==> src/rtl/imem_loader.sv <==
// Boot-time instruction memory loader: assembles a little-endian byte stream into
// 32-bit words, writes them from START_WADDR upward, and releases the CPU once the checksum matches.
module imem_loader #(
   parameter int unsigned          ADDR_W      = 15,
   parameter logic [ADDR_W-1:0]    START_WADDR = 15'h2000,
   parameter int unsigned          CNT_W       = 16
) (
   input  logic              clk,
   input  logic              NRST,
   input  logic [7:0]        rx_data,
   input  logic              rx_valid,
   output logic              rx_ready,
   output logic              mem_we,
   output logic [ADDR_W-1:0] mem_waddr,
   output logic [31:0]       mem_wdata,
   output logic              cpu_nrst,
   output logic              busy,
   output logic              done,
   output logic              err,
   output logic [CNT_W-1:0]  words_loaded
);

   typedef enum logic [2:0] {
      S_LEN,
      S_DATA,
      S_SUM,
      S_DONE,
      S_ERR
   } state_t;

   state_t            state_q;
   logic              hdr_cnt_q;
   logic [7:0]        len_lo_q;
   logic [CNT_W-1:0]  len_q;
   logic [1:0]        byte_cnt_q;
   logic [23:0]       word_q;
   logic [7:0]        sum_q;
   logic              rx_ready_q;
   logic              mem_we_q;
   logic [ADDR_W-1:0] mem_waddr_q;
   logic [31:0]       mem_wdata_q;
   logic              cpu_nrst_q;
   logic              busy_q;
   logic              done_q;
   logic              err_q;
   logic [CNT_W-1:0]  words_loaded_q;

   logic              accept;
   logic [15:0]       len_d;
   logic [ADDR_W-1:0] wr_addr_d;
   logic [CNT_W-1:0]  cnt_inc_d;
   logic [7:0]        sum_d;

   assign accept    = rx_valid && rx_ready_q;
   assign len_d     = {rx_data, len_lo_q};
   // words_loaded doubles as the index of the word being assembled
   assign wr_addr_d = START_WADDR + ADDR_W'(words_loaded_q);
   assign cnt_inc_d = words_loaded_q + CNT_W'(1);
   assign sum_d     = sum_q + rx_data;

   // NOTE: every register in this block uses <= so all updates see pre-edge values.
   always_ff @(posedge clk) begin
      if (!NRST) begin
         state_q        <= S_LEN;
         hdr_cnt_q      <= 1'b0;
         len_lo_q       <= 8'h00;
         len_q          <= '0;
         byte_cnt_q     <= 2'd0;
         word_q         <= 24'h0;
         sum_q          <= 8'h00;
         rx_ready_q     <= 1'b1;
         mem_we_q       <= 1'b0;
         mem_waddr_q    <= START_WADDR;
         mem_wdata_q    <= 32'h0;
         cpu_nrst_q     <= 1'b0;
         busy_q         <= 1'b0;
         done_q         <= 1'b0;
         err_q          <= 1'b0;
         words_loaded_q <= '0;
      end else begin
         mem_we_q <= 1'b0;
         if (accept) begin
            unique case (state_q)
               S_LEN: begin
                  busy_q    <= 1'b1;
                  hdr_cnt_q <= 1'b1;
                  len_lo_q  <= rx_data;
                  if (hdr_cnt_q) begin
                     len_q   <= CNT_W'(len_d);
                     state_q <= (len_d != 16'h0) ? S_DATA : S_SUM;
                  end
               end
               S_DATA: begin
                  byte_cnt_q <= byte_cnt_q + 2'd1;
                  word_q     <= {rx_data, word_q[23:8]};
                  sum_q      <= sum_d;
                  if (byte_cnt_q == 2'd3) begin
                     mem_we_q       <= 1'b1;
                     mem_waddr_q    <= wr_addr_d;
                     mem_wdata_q    <= {rx_data, word_q};
                     words_loaded_q <= cnt_inc_d;
                     if (cnt_inc_d == len_q) begin
                        state_q <= S_SUM;
                     end
                  end
               end
               S_SUM: begin
                  rx_ready_q <= 1'b0;
                  busy_q     <= 1'b0;
                  if (rx_data == sum_q) begin
                     state_q    <= S_DONE;
                     done_q     <= 1'b1;
                     cpu_nrst_q <= 1'b1;
                  end else begin
                     state_q <= S_ERR;
                     err_q   <= 1'b1;
                  end
               end
               default: begin
               end
            endcase
         end
      end
   end

   assign rx_ready     = rx_ready_q;
   assign mem_we       = mem_we_q;
   assign mem_waddr    = mem_waddr_q;
   assign mem_wdata    = mem_wdata_q;
   assign cpu_nrst     = cpu_nrst_q;
   assign busy         = busy_q;
   assign done         = done_q;
   assign err          = err_q;
   assign words_loaded = words_loaded_q;

endmodule
==> config.mk <==
export PLATFORM = sky130hd
export DESIGN_NAME = imem_loader
export DESIGN_NICKNAME = d
export VERILOG_FILES = /design/src/rtl/imem_loader.sv
export SDC_FILE = /design/constraint.sdc
export NUM_CORES = 1
export LEC_CHECK = 0
export CAP_MARGIN = 20
export CORE_ASPECT_RATIO = 0.75
export CORE_MARGIN = 4
export CORE_UTILIZATION = 55
export CTS_BUF_LIST = sky130_fd_sc_hd__clkbuf_8 sky130_fd_sc_hd__clkbuf_16
export DETAILED_ROUTE_END_ITERATION = 10
export GPL_TIMING_DRIVEN = 0
export PLACE_DENSITY = 0.8
export SLEW_MARGIN = 20
export SYNTH_ARGS = -nofsm -noshare
export SYNTH_HDL_FRONTEND = slang
export SYNTH_SLANG_ARGS = --single-unit
==> constraint.sdc <==
create_clock -name clk -period 4.1 [get_ports clk]
set_input_delay 0.615 -clock clk [delete_from_list [all_inputs] [get_ports clk]]
set_output_delay 0.615 -clock clk [all_outputs]
set_load 0.05 [all_outputs]
-- Yosys cells after proc, flatten, opt, wreduce, memory -nomap -nowiden
Index checks and enable logic that the tools add are counted.
- flip-flop bits (word level): 130
- latch bits: 0
- memory bits (writable): 0
- bits in read-only memories: 0
- bits of input ports: 11
- output and inout bits: 69
- word-level logic and storage cells: 51
- memories: 0
- add/subtract/negate cells: 4
- multiply operators: 0
- divide/modulo/power cells: 0
- order comparisons: 0
- equal/unequal tests: 8
- shifts and indexed selects: 0
- mux-type cells: 8
- bitwise gates (word level): 1
- reduce and logical (&&, ||, !) cells: 15
- operators with widths (kind ; number):
    16-bit by 1-bit adder with 16-bit output (second input constant) ; 1
    16-bit equality test ; 1
    16-bit nonzero test ; 1
    14-bit by 15-bit adder with 15-bit output (first input constant) ; 1
    3-bit AND reduction ; 5
    3-bit 2-to-1 mux ; 4
    3-bit case mux with 3 select lines ; 1
    8-bit adder ; 1
    8-bit equality test ; 1
    2-bit AND reduction ; 4
    2-bit inequality test (second input constant) ; 3
    5-bit AND reduction ; 1
    3-bit by 1-bit equality test with 1-bit output (second input constant) ; 1
    3-bit by 2-bit equality test with 1-bit output (second input constant) ; 1
    3-bit logical NOT ; 1
    3-bit nonzero test ; 1
    2-bit by 1-bit adder with 2-bit output (second input constant) ; 1
    2-bit equality test (second input constant) ; 1
    2-bit 2-to-1 mux ; 1
    1-bit case mux with 2 select lines ; 1
    2-bit nonzero test ; 1
    1-bit logical AND ; 1
    1-bit 2-to-1 mux ; 1
    1-bit inverter ; 1

-- Logic depth before layout (Yosys ltp)
- word-level depth: 5
- gate-level depth with buffers: 10

-- Worst setup path before layout
No wires, ideal clock.
- kind: input-to-reg
- start point: input rx_data[1]
- end point: register sum_q[7]
- library setup time: 0.072 ns
- arrival time: 2.257 ns
- path slack: 1.771 ns
- stages: 8
- cell sequence: ha_1 > a21o_1 > a21oi_1 > o21ai_0 > a2111oi_0 > or3_1 > mux2i_1 > mux2i_1
- word-level cells in the longest chain between the ends: 1
- ends and longest elaborated chain (item ; line ; source):
    start: declaration ; 10 ; input logic [7:0] rx_data,
    8-bit adder ; 59 ; assign sum_d = sum_q + rx_data;
    end signal: assignment ; 96 ; sum_q <= sum_d;
    end: declaration ; 37 ; logic [7:0] sum_q;
No other way between the ends.
A chain may end at the register's enable or synchronous reset.

-- Final worst setup path
Ends and elaborated chain as after synthesis.

==> results.txt <==
via count: 5109
total gr overflow: 0
largest vdd supply drop: 278 µV
post-CTS sizing: 0
min Tclk post-route: 3.00 ns
Max Cap Violations: 0
final hold vios: 0
unrepaired setup endpoints after global routing: false
cts bufs inserted: 17
layout cells sized above 1: 9.77%
Cells after Synth: 689
DIE AREA: 12700 µm²
Tcrit/Tclk final: 73.1%
maximum number of pins on one net before global-route repair: 17
port bufs: 77
total power: 3.09 mW
# hold bufs at CTS: 0
CTS Root Cell: clkbuf_16
DRC violations left: 0
endpoint class of the critical path: flip-flop
post-CTS setup buffers: 0
unique cell type count in the Yosys netlist: 54
Max H-tree Level: 4
Final Max Tran Viols: 0
clk sinks: 130
Bufs on Longest Clock Path: 2
via/cell ratio: 5.47
Net Count, Synth: 711
hold slack: 0.457 ns
worst skew pair latency: 0.43 ns
TritonCTS clock tree: done
Chip Width: 129 µm
setup TNS: 0 ns
Layout Skew: 0.00893 ns
FF-to-FF Start: words_loaded[1]
Req. time, crit path: 4.45 ns
area grow syn2layout: 25.8%
WL/cell: 16.9 µm
HP Start: mem_waddr[5]
clk slew on worst S/H paths: 0.06 ns
Cell Pwr Density: 406 nW/µm²
Detail Route Antenna Nets: 0
CP Launch Point: rx_data[1]
Fillers: 811
asr flop ratio synth: 0%
Syn Std Cell Area: 6040 µm²
final core utilization: 72.5%
row cnt: 32
Synth Flop Type: dfxtp_1
fin nets: 807
syn_area_per_cell: 8.77 µm²
Leak: 2.85 nW
die height: 98.8 µm
Core Area: 10500 µm²
FMAX: 334 MHz
DP Wirelength: 11.6 mm
I/O pin count: 80
final RePlAce weighted congestion: 0.909
Setup crit start kind: primary input
diode count: 0
CP Class: in2reg
yosys warns: 0
EDFF count, synth: 0
outcome: finished, final reports clean
sequential-to-total area share from yosys stat: 43.1%
Synth Register Bits: 130
GRT Total Usage: 25.5%
worst slew pin tran: 0.622 ns
Critical Path Fanout Max: 7
initial antenna violation count: 0
Post-Route WL: 15.8 mm
max_slew headroom: 58.6%
Iter 0 DRT Violations: 323
HP Class: reg2reg
Data arrival, critical path: 3.35 ns
first-pass GRT wire length: 25.4 mm
Initial Utilization: 57.6%
drt pass-1 iters: 5
Setup-failing EPs final: 0
vias in the first global route: 4920
-- routing by layer --
layer / routed length, µm / GRT usage, % / vias to the layer above / share of wire [%]
met5: 0 / 0 / - / 0
met4: 384 / 10.6 / 0 / 2.4
met3: 1210 / 6.93 / 27 / 7.7
met2: 6630 / 36.7 / 198 / 42
met1: 7550 / 36.0 / 2388 / 48
li1: - / - / 2496 / -
-- path summary, 6_finish.rpt --
| kind | slack (ns) | end | depth (start not counted) |
|---|---|---|---|
| worst min register to register | 0.46 | mem_waddr[5] | 2 |
| worst max-delay path | 1.10 | sum_q[7] | 9 |
| worst min-delay path | 0.46 | mem_waddr[5] | 2 |
| worst max register to register | 1.66 | state_q[1] | 9 |
-- metrics by stage --
step	setup WS [ns]	cell area, µm²	cells
after global placement	0.813	6990	902
final	1.10	7610	934
after CTS	1.18	7610	934
after global routing	0.967	7610	934
after floorplan	1.77	6040	689
after detailed placement	0.774	6990	902
-- final cells by class --
| class | instances | area [µm²] | share of cell area (%) |
|---|---|---|---|
| multi-input combinational | 492 | 3060 | 40.3 |
| sequential | 130 | 2600 | 34.2 |
| timing repair buffer | 77 | 771 | 10.1 |
| clock buffer | 17 | 425 | 5.59 |
| buffer | 61 | 358 | 4.70 |
| clock inverter | 15 | 195 | 2.57 |
| tap | 136 | 170 | 2.24 |
| inverter | 6 | 22.5 | 0.296 |
-- critical path: stages --
cell and delay, ns:
clkdlybuf4s50_1 0.69, ha_1 0.32, a21o_1 0.19, a21oi_1 0.25, o21ai_0 0.17, a2111oi_0 0.43
or3_1 0.23, mux2i_1 0.24, mux2i_1 0.20
-- synthesized netlist by cell type, drive strengths merged, types with 3 or more instances --
| master | n | area, µm² |
|---|---|---|
| a21boi | 80 | 601 |
| a21oi | 10 | 50.1 |
| and2 | 17 | 106 |
| and3 | 3 | 18.8 |
| buf | 27 | 179 |
| clkbuf | 34 | 179 |
| dfxtp | 130 | 2600 |
| ha | 10 | 125 |
| inv | 6 | 22.5 |
| mux2i | 26 | 260 |
| nand2 | 174 | 653 |
| nand2b | 4 | 25.0 |
| nand3 | 12 | 60.1 |
| nand3b | 4 | 42.5 |
| nand4 | 8 | 80.1 |
| nor2 | 12 | 45.0 |
| nor2b | 25 | 156 |
| nor3 | 11 | 71.3 |
| nor3b | 3 | 33.8 |
| nor4 | 11 | 90.1 |
| o21a | 5 | 37.5 |
| o21ai | 17 | 88.8 |
| or3 | 5 | 31.3 |
| xnor2 | 29 | 254 |
| xor2 | 9 | 78.8 |
-- report_power, final --
part           switching (mW)  total, mW  internal [mW]  leakage [nW]
clock network           0.632       1.61          0.977         0.303
logic                  0.0999      0.176         0.0766          1.50
registers              0.0198       1.30           1.28          1.05
total                   0.752       3.09           2.34          2.85
-- registers in the layout, summed over array words and instances (netlist names), 2 cells and up --
register,count
mem_wdata,32
word_q,24
len_q,16
words_loaded,16
mem_waddr,15
len_lo_q,8
sum_q,8
state_q,3
byte_cnt_q,2
-- layout by cell type, fill, tap and decap left out, drive strengths merged, types with 2 or more instances in the layout --
cell type and instances:
nor3 11, nand2b 4, nor2 12, dfxtp 130, ha 10, nor4 11
and3 3, a21boi 80, nor3b 3, clkinv 3, buf 27, nor2b 25
nand3b 4, or3 5, o21ai 17, clkbuf 51, and2 17, nand4 8
nand2 174, and4 2, bufinv 3, xnor2 29, clkdlybuf4s50 77, a31oi 2
o21a 5, a21oi 10, xor2 9, mux2i 26, inv 14, nand3 12
-- cell families after synthesis --
logic type               Yosys count  synth area share, %
AND/OR/NAND/NOR                  294                 24.1
flip-flops                       130                 43.1
AO/OA/AOI/OAI                    123                 14.3
buffers and inverters             67                 6.29
XOR/XNOR                          38                 5.51
multiplexers                      26                 4.31
adder cells (fa/ha/maj)           11                 2.40
(Power assumes the default switching activity.)
